<file path="config.mk">
export PLATFORM = sky130hd
export DESIGN_NAME = panel_lamps
export DESIGN_NICKNAME = d
export VERILOG_FILES = /design/src/rtl/panel_lamps_pkg.sv /design/src/rtl/panel_shift_out.sv /design/src/rtl/panel_lamps.sv
export SDC_FILE = /design/constraint.sdc
export NUM_CORES = 1
export LEC_CHECK = 0
export CORE_MARGIN = 8
export CORE_UTILIZATION = 55
export CTS_BUF_LIST = sky130_fd_sc_hd__clkbuf_16
export DETAILED_ROUTE_END_ITERATION = 8
export DONT_BUFFER_PORTS = 1
export GPL_TIMING_DRIVEN = 0
export PLACE_DENSITY = 0.7
export SLEW_MARGIN = 20
export SYNTH_ARGS = -nofsm -noshare
export SYNTH_HDL_FRONTEND = slang
export SYNTH_SLANG_ARGS = --single-unit
export TNS_END_PERCENT = 100
</file>
<file path="constraint.sdc">
create_clock -name clk -period 5.3 [get_ports clk]
set_input_delay 0.795 -clock clk [delete_from_list [all_inputs] [get_ports clk]]
set_output_delay 0.795 -clock clk [all_outputs]
set_load 0.05 [all_outputs]
</file>
<file path="src/rtl/panel_lamps_pkg.sv">
// Shared timing defaults, frame geometry and state encodings for the front-panel lamp driver.
package panel_lamps_pkg;

`ifdef SIM
  localparam int DEF_SHIFT_DIV  = 1;
  localparam int DEF_DWELL_BITS = 3;
`else
  localparam int CLK_FREQ_HZ    = 50_000_000;
  localparam int DEF_SHIFT_DIV  = 4;
  localparam int DEF_DWELL_BITS = $clog2(CLK_FREQ_HZ) - 10;
`endif

  localparam int FRAME_W = 16;
  localparam int DATA_W  = 12;

  typedef enum logic [1:0] {
    SH_IDLE,
    SH_LO,
    SH_HI,
    SH_LATCH
  } shift_state_e;

  typedef enum logic [1:0] {
    SC_LOAD,
    SC_SHIFT,
    SC_DWELL
  } scan_state_e;

  function automatic logic [3:0] rowOneHot(input logic [1:0] row);
    return 4'b0001 << row;
  endfunction

endpackage

</file>
<file path="src/rtl/panel_shift_out.sv">
// 16-bit MSB-first serializer for 74HC595-style chains: sclk/sdata phases,
// then an rclk latch pulse, with a start/done handshake to the scanner.
module panel_shift_out
  import panel_lamps_pkg::*;
#(
  parameter int SHIFT_DIV = DEF_SHIFT_DIV
) (
  input  logic               clk,
  input  logic               reset,
  input  logic               start_i,
  input  logic [FRAME_W-1:0] frame_i,
  output logic               sclk_o,
  output logic               sdata_o,
  output logic               rclk_o,
  output logic               done_o
);

  localparam int DIV_W = (SHIFT_DIV > 1) ? $clog2(SHIFT_DIV) : 1;
  localparam logic [DIV_W-1:0] DIV_LAST = DIV_W'(SHIFT_DIV - 1);

  shift_state_e       state_q, state_d;
  logic [FRAME_W-1:0] shreg_q, shreg_d;
  logic [3:0]         bitCnt_q, bitCnt_d;
  logic [DIV_W-1:0]   divCnt_q, divCnt_d;
  logic               sclk_q, sclk_d;
  logic               rclk_q, rclk_d;
  logic               phaseEnd;

  assign phaseEnd = (divCnt_q == DIV_LAST);

  always_ff @(posedge clk) begin
    if (reset) begin
      state_q  <= SH_IDLE;
      shreg_q  <= '0;
      bitCnt_q <= '0;
      divCnt_q <= '0;
      sclk_q   <= 1'b0;
      rclk_q   <= 1'b0;
    end else begin
      state_q  <= state_d;
      shreg_q  <= shreg_d;
      bitCnt_q <= bitCnt_d;
      divCnt_q <= divCnt_d;
      sclk_q   <= sclk_d;
      rclk_q   <= rclk_d;
    end
  end

  // sclk and sdata only move together on the falling step of sclk, so data has
  // a full low phase of setup before the next rising edge.
  always_comb begin
    state_d  = state_q;
    shreg_d  = shreg_q;
    bitCnt_d = bitCnt_q;
    divCnt_d = divCnt_q + 1'b1;
    sclk_d   = sclk_q;
    rclk_d   = rclk_q;
    done_o   = 1'b0;

    case (state_q)
      SH_IDLE: begin
        divCnt_d = '0;
        if (start_i) begin
          shreg_d  = frame_i;
          bitCnt_d = 4'd15;
          sclk_d   = 1'b0;
          state_d  = SH_LO;
        end
      end
      SH_LO: begin
        if (phaseEnd) begin
          divCnt_d = '0;
          sclk_d   = 1'b1;
          state_d  = SH_HI;
        end
      end
      SH_HI: begin
        if (phaseEnd) begin
          divCnt_d = '0;
          sclk_d   = 1'b0;
          if (bitCnt_q == 4'd0) begin
            rclk_d  = 1'b1;
            state_d = SH_LATCH;
          end else begin
            bitCnt_d = bitCnt_q - 4'd1;
            shreg_d  = {shreg_q[FRAME_W-2:0], 1'b0};
            state_d  = SH_LO;
          end
        end
      end
      SH_LATCH: begin
        if (phaseEnd) begin
          divCnt_d = '0;
          rclk_d   = 1'b0;
          done_o   = 1'b1;
          state_d  = SH_IDLE;
        end
      end
      default: begin
        state_d = SH_IDLE;
      end
    endcase
  end

  assign sclk_o  = sclk_q;
  assign rclk_o  = rclk_q;
  assign sdata_o = shreg_q[FRAME_W-1];

endmodule

</file>
<file path="src/rtl/panel_lamps.sv">
// Front-panel lamp scanner: walks four rows, snapshots each row's data into
// a frame for the serializer, then dwells so the latched row stays lit.
module panel_lamps
  import panel_lamps_pkg::*;
#(
  parameter int SHIFT_DIV  = DEF_SHIFT_DIV,
  parameter int DWELL_BITS = DEF_DWELL_BITS
) (
  input  logic              clk,
  input  logic              reset,
  input  logic [DATA_W-1:0] ma,
  input  logic [DATA_W-1:0] mb,
  input  logic [DATA_W-1:0] ac,
  input  logic [DATA_W-1:0] mq,
  input  logic              reg_sel,
  input  logic [2:0]        ea,
  input  logic [4:0]        state,
  input  logic              link,
  input  logic              run,
  input  logic              sw_active,
  output logic              lamp_sclk,
  output logic              lamp_sdata,
  output logic              lamp_rclk,
  output logic              lamp_oe_n,
  output logic              frame_done
);

  scan_state_e         scan_q, scan_d;
  logic [1:0]          row_q, row_d;
  logic [DWELL_BITS:0] dwellCnt_q, dwellCnt_d;
  logic [DWELL_BITS:0] dwellNext;
  logic                oeN_q, oeN_d;
  logic                frameDone_q, frameDone_d;

  logic                shiftStart;
  logic                shiftDone;
  logic [DATA_W-1:0]   rowData;
  logic [FRAME_W-1:0]  frame;

  // Row data is only sampled by the serializer during LOAD, which is what
  // keeps a row from ever showing a half-updated register.
  always_comb begin
    rowData = ma;
    case (row_q)
      2'd0: rowData = ma;
      2'd1: rowData = mb;
      2'd2: rowData = reg_sel ? mq : ac;
      2'd3: rowData = {link, run, sw_active, ea, state, 1'b0};
      default: rowData = ma;
    endcase
  end

  assign frame     = {rowOneHot(row_q), rowData};
  assign dwellNext = dwellCnt_q + 1'b1;

  always_ff @(posedge clk) begin
    if (reset) begin
      scan_q      <= SC_LOAD;
      row_q       <= 2'd0;
      dwellCnt_q  <= '0;
      oeN_q       <= 1'b1;
      frameDone_q <= 1'b0;
    end else begin
      scan_q      <= scan_d;
      row_q       <= row_d;
      dwellCnt_q  <= dwellCnt_d;
      oeN_q       <= oeN_d;
      frameDone_q <= frameDone_d;
    end
  end

  always_comb begin
    scan_d      = scan_q;
    row_d       = row_q;
    dwellCnt_d  = dwellCnt_q;
    oeN_d       = oeN_q;
    frameDone_d = 1'b0;
    shiftStart  = 1'b0;

    case (scan_q)
      SC_LOAD: begin
        shiftStart = 1'b1;
        scan_d     = SC_SHIFT;
      end
      SC_SHIFT: begin
        if (shiftDone) begin
          dwellCnt_d  = '0;
          oeN_d       = 1'b0;
          frameDone_d = (row_q == 2'd3);
          scan_d      = SC_DWELL;
        end
      end
      SC_DWELL: begin
        dwellCnt_d = dwellNext;
        if (dwellNext[DWELL_BITS]) begin
          row_d  = row_q + 2'd1;
          scan_d = SC_LOAD;
        end
      end
      default: begin
        scan_d = SC_LOAD;
      end
    endcase
  end

  panel_shift_out #(
    .SHIFT_DIV(SHIFT_DIV)
  ) u_shift_out (
    .clk    (clk),
    .reset  (reset),
    .start_i(shiftStart),
    .frame_i(frame),
    .sclk_o (lamp_sclk),
    .sdata_o(lamp_sdata),
    .rclk_o (lamp_rclk),
    .done_o (shiftDone)
  );

  assign lamp_oe_n  = oeN_q;
  assign frame_done = frameDone_q;

endmodule

</file>
======== Word level (Yosys, flattened, before mapping) ========
Cells that the tools add are included.
Widths: inputs -> output; s select.
storage, ports and cells
  flip-flop bits (word level) ............. 49
  bits in latches ......................... 0
  RAM bits ................................ 0
  memory bits (read-only) ................. 0
  input bits .............................. 62
  output and inout bits ................... 5
  logic and storage cells ................. 86
  memories kept ........................... 0
operators by class
  $add $sub $neg .......................... 4
  multipliers ............................. 0
  divide/modulo/power cells ............... 0
  $lt $le $gt $ge ......................... 0
  equality and inequality tests ........... 17
  shifts and indexed selects .............. 1
  muxes and demuxes ....................... 33
  bitwise operators ....................... 2
  reduce and logical (&&, ||, !) cells .... 18
operator list
  operator               number
  $mux 16                3
  $pmux 12 s4            1
  $pmux 17 s2            1
  $pmux 16 s2            1
  $add 17x1->17 const B  1
  $mux 17                1
  $mux 2                 8
  $reduce_and 4->1       4
  $eq 2x2->1 const B     6
  $mux 12                1
  $mux 4                 3
  $mux 1                 8
  $ne 2x1->1 const B     4
  $ne 2x2->1 const B     4
  $pmux 2 s4             1
  $pmux 4 s2             1
  $reduce_and 2->1       4
  $eq 2x1->1 const B     3
  $logic_not 2->1        3
  $pmux 2 s3             1
  $reduce_bool 2->1      3
  $reduce_or 3->1        2
  $add 2x1->2 const B    2
  $logic_not 4->1        1
  other kinds (7)        8

======== Logic depth before layout (Yosys ltp) ========
Gate-level depths: netlist (run 1).
  word-level depth ........................ 5
  mapped depth ............................ 7
  depth with buffers taken out ............ 6

======== Hierarchy ========
From an unflattened synthesis (run 1), not the netlist that was laid out.
unflattened totals
  cell total of the unflattened synthesis .. 335
  area, all modules ....................... 2,882.8 um2
modules (own cells, without submodules)
  module           times used  cells an instance  area each (um2)  seq. area each (um2)
  panel_lamps      1           187                1,594.0          460.4
  panel_shift_out  1           148                1,288.7          520.5

======== Worst setup path after synthesis (run 1) ========
Ideal clock, no wire load.
  path type ............................... input port to flip-flop
  from .................................... input reset
  to ...................................... register dwellCnt_q[0]
  arrival ................................. 1,669 ps
  required time ........................... 5,172 ps
  slack ................................... 3,504 ps
  cell stages on the path ................. 4
  path buffers ............................ 3
  path through ............................ clkbuf_1 clkbuf_1 clkbuf_1 nor2_1
RTL lines
  what                    line               text
  start: declaration      panel_lamps.sv:10  input logic reset,
  end signal: assignment  panel_lamps.sv:66  dwellCnt_q <= dwellCnt_d;
  end: declaration        panel_lamps.sv:30  logic [DWELL_BITS:0] dwellCnt_q, dwellCnt_d;
No word-level cell between the ends.

======== Worst setup path after layout (run 1) ========
  from .................................... register u_shift_out.divCnt_q[0]
  to ...................................... register u_shift_out.shreg_q[10]
on the way
  word-level cells in the longest chain between the ends .. 3
ends and longest elaborated chain
  what                               line                   text
  start: declaration                 panel_shift_out.sv:24  logic [DIV_W-1:0] divCnt_q, divCnt_d;
  start signal: assignment           panel_shift_out.sv:43  divCnt_q <= divCnt_d;
  $eq 2x2->1                         panel_shift_out.sv:29  assign phaseEnd = (divCnt_q == DIV_LAST);
  $ne 2x1->1 (no source line)        --
  $reduce_and 4->1 (no source line)  --
  end signal: assignment             panel_shift_out.sv:41  shreg_q <= shreg_d;
  end: declaration                   panel_shift_out.sv:22  logic [FRAME_W-1:0] shreg_q, shreg_d;
No other way between the ends.
A chain may end at the register's enable or synchronous reset.

==> key figures, run 1 <==
Run status
  • Status: finished clean

Pwr
  • Final Power: approximately 750 µW
  • Cell Pwr Density: between 200 and 250 nW/µm²
  • Leak: between 1 and 1.5 nW
  • Maximum VDD drop: about 0.17 mV

Detailed routing
  • Met3 routed WL: ~280 µm
  • Vias: 2,450
  • 1st-pass router iterations: 4
  • ANT nets after route: 0
  • Highest metal used: met4
  • Number of remaining DRC errors: 0
  • Final wirelength: 6.576 mm
  • Routed wire per std cell: 15.85 µm
  • Wire length on met1: between 2 and 3 mm
  • Met2 wire length: between 3 and 4 mm
  • First-iteration detailed-routing DRC count: 156
  • Drt via density: between 5 and 6

Critical path
  • CP Class: flop to flop
  • R2r setup slk: ~3.3 ns
  • Critical Path Source Type: flop
  • Crit path cell chain: ha_1 > clkbuf_1 > nand2_1 > a221o_2 > buf_6 > nand3b_1 > o41ai_2
  • CP max FO: 10
  • Critical R2R Capture: u_shift_out.shreg_q[10]
  • Worst r2r path cells: 7
  • Crit-path slowest cell: a221o_2
  • Reg-to-Reg Start: u_shift_out.divCnt_q[0]
  • CP max stage delay: around 0.46 ns
  • Critical Path AT: around 2.1 ns
  • Critical Path Sink Type: flop
  • Worst endpoint required time: 5.46 ns

Yosys
  • Share of Yosys cell area claimed by the top area cell type: 0.3528
  • Synth Net Count: 407
  • Top post-synthesis cells by count: dfxtp_1, nand2_1, a21oi_1
  • Synth area leaders: dfxtp_1, a21oi_1, nand2_1
  • Seq cells post-synth: between 40 and 50
  • Number of flops mapped to enable cells by yosys: 0
  • Post-Syn Area per Cell: a little over 8 µm²
  • Cell Area, Synth: around 2800 µm²
  • Seq/Total Area, Yosys: 0.3528
  • Synthesized instance count: approximately 340
  • Most common cell in the netlist: dfxtp_1
  • Yosys top cell by area: dfxtp_1
  • Ys flop type: dfxtp_1
  • Fraction of registers with async set/reset: 0
  • Synth unique cells: 47
  • Syn. warnings: 0

GRT
  • Gr usage total: 0.1828
  • Largest net degree at the start of global routing: 14
  • Initial antenna violation count: 0
  • Global-route wire length before repair: ~11 mm
  • Vias in the first global route: around 2,400
  • Total gr overflow: 0

STA
  • Final Setup Violations: 0
  • Worst-margin pin slew: 0.5626 ns
  • Final period util: 0.3734
  • Setup_tns: 0 ns
  • RSZ-0062 raised after global routing: no
  • Worst relative slew slack: 0.6249
  • Worst Skew: just under 0.007 ns
  • Peak Freq: about 0.5 GHz
  • Setup ws final: ~3.3 ns
  • Final Max Slew Viols: 0
  • Crit path time final: between 1.5 and 2 ns
  • Hold Fails Final Rpt: 0

Clock tree
  • TritonCTS clock tree: done
  • Clock buffer count from CTS: 5
  • Root Buffer: clkbuf_16
  • Clk slew on worst S/H paths: ~0.060 ns
  • Clock buffer depth: 2
  • H-tree levels: 2
  • CTS sink count: just under 50
  • Post-cts resize count: 0
  • Clk Latency, worst-skew pair: 0.29 ns
  • # hold bufs at CTS: 0
  • Setup bufs post-CTS: 0

Final layout
  • Syn-to-layout area delta: 7.921%
  • Share of layout cells above drive strength 1: 0.07826
  • Count of non-filler cells in the finished layout: ~420
  • Nets: slightly above 400
  • Inserted Diodes: 0
  • Fin util: 0.6028

Worst hold path
  • Hold/Removal Path Class: flop to flop
  • Hold EP: u_shift_out.divCnt_q[0]
  • Hold Path Cell Cnt: 1
  • Hold Path Origin: u_shift_out.divCnt_q[0]

Floorplanning
  • Area of the core: ~5000 µm²
  • Standard-cell row count: 26
  • Initial Util: 0.5586
  • Die area: about 7600 µm²
  • Top Ports: 67
  • DIE WIDTH: 87.10 µm
  • Die H: roughly 87 µm

Placed design
  • Placed cell count: about 400
  • Gp weighted congestion: roughly 0.81
  • Hpwl dp: roughly 5.0 mm
  • Placement Setup Slack: between 3 and 4 ns
  • Port-buffer cells: 0

Flow run
  • Max Cap Violations: 0
## where the power goes
part / switching, mW / total, mW / internal [mW]
combinational: 0.0355 / 0.0643 / 0.0288
clock: 0.125 / 0.293 / 0.169
sequential: 0.0103 / 0.391 / 0.381
## kinds of logic (layout without fill, tap and decap cells)
| family | count (synthesis) | count (layout) | share of synthesized area |
|---|---|---|---|
| simple gates | 123 | 123 | 0.2367 |
| fa+ha+maj | 7 | 7 | 0.03150 |
| flops | 49 | 49 | 0.3528 |
| compound gates | 101 | 101 | 0.2520 |
| buf+inv | 39 | 46 | 0.05715 |
| mux | 18 | 18 | 0.06660 |
| xor+xnor | 1 | 1 | 0.003151 |
## area by class of cell
cell class                      count  area [µm²]
Clock buffer                        5       125.1
Clock inverter                      2       7.507
Sequential cell                    49       980.9
Inverter                           17       63.81
Buffer                             22       95.09
Tap cell                           70       87.58
Fill cell                         462        1977
Multi-Input combinational cell    250        1640
## flip-flops by register name (all words and copies together) (netlist names)
register and cells:
u_shift_out.state_q 2, u_shift_out.shreg_q 16, scan_q 2, row_q 2, u_shift_out.divCnt_q 2, u_shift_out.bitCnt_q 4
u_shift_out.rclk_o 1, u_shift_out.sclk_o 1, lamp_oe_n 1, dwellCnt_q 17, frame_done 1
## critical path: cells and delay by family (launching register included)
kind	cells	cell delay [ns]
adders and majority gates	1	0.17
and+or+nand+nor	2	0.32
AOI/OAI and AO/OA	2	0.53
DFF	1	0.34
buffers and inverters	2	0.51
## worst max path at each step
stage,startpoint,to,slack [ns],depth (start not counted)
floorplan,reset,dwellCnt_q[0],3.50,4
global placement,reset,dwellCnt_q[0],3.09,4
detailed placement,reset,dwellCnt_q[0],3.06,4
CTS,u_shift_out.divCnt_q[0],u_shift_out.bitCnt_q[1],3.32,6
global route,u_shift_out.divCnt_q[0],u_shift_out.bitCnt_q[2],3.13,6
finish,u_shift_out.divCnt_q[0],u_shift_out.shreg_q[10],3.32,7
## per-layer routing
| layer | up-vias | global-route usage |
|---|---|---|
| met3 | 9 | 0.04245 |
| met1 | 1138 | 0.2069 |
| met2 | 46 | 0.3262 |
| li1 | 1257 | - |
| met5 | - | 0 |
| met4 | 0 | 0.06250 |
## stage by stage
| stage | cell area [µm²] | hold WS, ns |
|---|---|---|
| floorplan | 2780 | 0.4072 |
| global placement | 2868 | 0.4238 |
| detailed placement | 2868 | 0.4253 |
| CTS | 3000 | 0.4342 |
| global route | 3000 | 0.4450 |
| finish | 3000 | 0.4355 |
## cell usage in the layout (no fill, tap or decap), drive strengths merged, types with 2 or more instances in the layout
master / netlist / final
and4: 4 / 4
nor4: 2 / 2
nor3: 3 / 3
a221oi: 15 / 15
buf: 4 / 4
or3: 10 / 10
o21ai: 18 / 18
o41ai: 2 / 2
nor2b: 5 / 5
ha: 7 / 7
nand4: 6 / 6
and3: 3 / 3
a211oi: 4 / 4
mux2i: 14 / 14
mux2: 4 / 4
nor2: 20 / 20
a31oi: 12 / 12
and2: 2 / 2
inv: 17 / 18
o211ai: 7 / 7
dfxtp: 49 / 49
nand2b: 8 / 8
nand3: 8 / 8
a21oi: 33 / 33
clkbuf: 18 / 23
nand2: 42 / 42
nand3b: 2 / 2
nor4b: 2 / 2
or2: 2 / 2
a311oi: 4 / 4
Power figures use the tool's default switching activity.
==> run 2, diff against run 1 <==
- PLACE_DENSITY: 0.7 -> 0.73
- clock period: 5.3 -> 1.8 ns (I/O delays scaled with it)
==> run 2 against run 1 <==
- via count up 5.4%
- cell count is 1.4% higher
- flip-flop and latch count stayed put
- highest routed layer unchanged
- sequential share of layout area decreased by 1.2 points
- clock skew fell by 0.0016 ns
- combinational power rose to 3.3 times the previous value
- non-clock buffer count is 5 higher
- global-route usage rose by 0.60 points
- utilization rose by 3.3 points
- register-to-register slack lost 3.2 ns
==> key figures, run 2 (synthesis gave the netlist of run 1 again) <==
Run status
  • Status: finished clean

Detailed routing
  • Vias: 2,583 (+5.4%)
  • Final wirelength: 7.318 mm (+11%)
  • Number of remaining DRC errors: 0 (unchanged)
  • 1st-pass router iterations: 4 (unchanged)
  • Routed wire per std cell: 17.38 µm (+9.7%)
  • First-iteration detailed-routing DRC count: 138 (-12%)
  • Drt via density: 6.135 (+3.9%)
  • ANT nets after route: 0 (unchanged)

Clock tree
  • CTS sink count: 49 (unchanged)
  • Clock buffer count from CTS: 5 (unchanged)
  • Root Buffer: clkbuf_16
  • Clk slew on worst S/H paths: 0.06 ns (about the same)
  • TritonCTS clock tree: done
  • H-tree levels: 2 (unchanged)
  • Clock buffer depth: 2 (unchanged)
  • Clk Latency, worst-skew pair: 0.29 ns (about the same)

Placed design
  • Gp weighted congestion: 0.8561 (+5.6%)
  • Placed cell count: 408 (unchanged)
  • Hpwl dp: 5.094 mm (+2.2%)
  • Placement Setup Slack: -0.1543 ns (-3.215 ns)
  • Port-buffer cells: 0 (unchanged)

STA
  • Peak Freq: 0.5808 GHz (+15%)
  • Hold Fails Final Rpt: 0 (unchanged)
  • Final period util: 0.9565 (+0.5831)
  • Hold WS: 0.2216 ns (-0.2139 ns)
  • Worst-margin pin slew: 0.6350 ns (+0.07242 ns)
  • Final Setup Violations: 0 (unchanged)
  • Crit path time final: 1.722 ns (-0.2571 ns)
  • Worst relative slew slack: 0.5767 (-0.04828)
  • Setup ws final: 0.07830 ns (-3.243 ns)
  • Worst Skew: 0.005163 ns (-0.001576 ns)
  • Final Max Slew Viols: 0 (unchanged)

Floorplanning
  • Top Ports: 67 (unchanged)
  • DIE WIDTH: 87.10 µm (unchanged)
  • Die area: 7586 µm² (unchanged)
  • Initial Util: 0.5586 (unchanged)
  • Die H: 87.10 µm (unchanged)
  • Standard-cell row count: 26 (unchanged)
  • Area of the core: 4977 µm² (unchanged)

Critical path
  • Worst r2r path cells: 5 (-2)
  • Crit-path slowest cell: or3_4
  • Worst endpoint required time: 1.96 ns (-3.50 ns)
  • CP Class: flop to flop
  • Critical Path Sink Type: flop
  • Critical R2R Capture: u_shift_out.shreg_q[11]
  • Crit path cell chain: or3_4 > a221o_2 > buf_6 > nand3b_1 > o41ai_2
  • R2r setup slk: 0.08 ns (-3.24 ns)
  • CP max stage delay: 0.44 ns (-0.02 ns)
  • CP max FO: 10 (unchanged)
  • Critical Path AT: 1.88 ns (-0.26 ns)
  • Critical Path Source Type: flop
  • Reg-to-Reg Start: scan_q[0]

GRT
  • Global-route wire length before repair: 11.46 mm (+3.6%)
  • Total gr overflow: 0 (unchanged)
  • Largest net degree at the start of global routing: 15 (+1)
  • Vias in the first global route: 2,558 (+6.5%)
  • Gr usage total: 0.1888 (+0.005966)
  • Initial antenna violation count: 0 (unchanged)

Final layout
  • Syn-to-layout area delta: 13.82%
  • Count of non-filler cells in the finished layout: 421 (+1.4%)
  • Share of layout cells above drive strength 1: 0.1652 (+0.08698)
  • Inserted Diodes: 0 (unchanged)
  • Max reg flops: 17 (unchanged)
  • Most flop-heavy register: dwellCnt_q
  • Largest regs: dwellCnt_q: 17 flops, u_shift_out.shreg_q: 16 flops, u_shift_out.bitCnt_q: 4 flops
  • Nets: 419 (+1.2%)
  • Most frequent cells in the layout: nand2_1, dfxtp_1, a21oi_1

Worst hold path
  • Hold/Removal Path Class: input pin to flop
  • Hold EP: u_shift_out.shreg_q[0]
  • Hold Path Origin: ma[0]
  • Hold Path Cell Cnt: 3 (+2)

Pwr
  • Leak: 1.157 nW (+6.9%)
  • Switching Share: 0.2252 (-0.002503)
  • Power Internal: 1.863 mW (+220%)
  • Cell Pwr Density: 760.0 nW/µm² (+200%)
  • Clock group share of total power: 0.432 (+0.040)
  • Sequential share of power: 0.479 (-0.043)
  • Psw: 541.5 µW (+220%)
  • Logic pwr share: 0.089 (+0.003)
  • Maximum VDD drop: 0.5775 mV (+240%)

Flow run
  • Max Cap Violations: 0 (unchanged)
[run 2: metal layers]
layer  routed length (µm)  part of all wire  global-route usage
met5                    0                 0                   0
met4                  151             0.021             0.07188
met3                  425             0.058             0.05189
met2                 3806              0.52              0.3518
met1                 2934              0.40              0.1943
[run 2: power by group through the flow]
stage / logic (mW) / registers (mW) / clock network (mW)
3_3_place_gp: 0.189 / 1.17 / 0
3_5_place_dp: 0.194 / 1.18 / 0
5_1_grt: 0.235 / 1.16 / 1.11
4_1_cts: 0.208 / 1.15 / 1.05
2_1_floorplan: 0.158 / 1.17 / 0
6_report: 0.213 / 1.15 / 1.04
[run 2: area by class of cell]
cell class | count | area, µm²
buffer | 21 | 102.6
inverter | 17 | 63.81
sequential | 49 | 996.0
clock buffer | 5 | 125.1
tap | 70 | 87.58
timing repair buffer | 6 | 45.04
multi-input combinational | 250 | 1707
clock inverter | 3 | 37.54
fill | 460 | 1813
[run 2: worst max path at each step]
stage	startpoint	to	slack, ns	cells after the start
6_report	scan_q[0]	u_shift_out.shreg_q[11]	0.08	5
5_1_grt	u_shift_out.divCnt_q[0]	dwellCnt_q[9]	-0.03	5
4_1_cts	dwellCnt_q[0]	row_q[0]	0.01	5
3_5_place_dp	dwellCnt_q[0]	row_q[0]	-0.15	5
3_3_place_gp	dwellCnt_q[0]	row_q[0]	-0.14	5
2_1_floorplan	dwellCnt_q[0]	row_q[0]	0.04	5
[run 2: repair_timing]
action / 4_1_cts / 5_1_grt
buffers inserted: 3 / 3
cloned: 0 / 0
pin swaps: 4 / 3
setup endpoints to repair: 20 / 28
gates resized for setup: 16 / 24
hold buffers: 0 / 0
[run 2: per-stage QoR]
stage               instance area, µm²  setup TNS, ns    util  total power [mW]
floorplan                         2780              0       -             1.327
global placement                  2868         -1.949  0.5762             1.363
detailed placement                2868         -2.322  0.5762             1.369
CTS                               3104              0  0.6237             2.407
global route                      3164       -0.04747  0.6357             2.497
finish                            3164              0  0.6357             2.405
[run 2: critical path: cells and delay by family (launching register included)]
family | cells | cell delay (ns)
compound gates | 2 | 0.51
buf+inv | 1 | 0.17
flops | 1 | 0.37
simple gates | 2 | 0.54
==> run 3, diff against run 2 <==
- CTS_CLUSTER_SIZE: not set -> 14
==> results of run 3 <==
Final layout, timing and power as in run 2 (identical DEF).
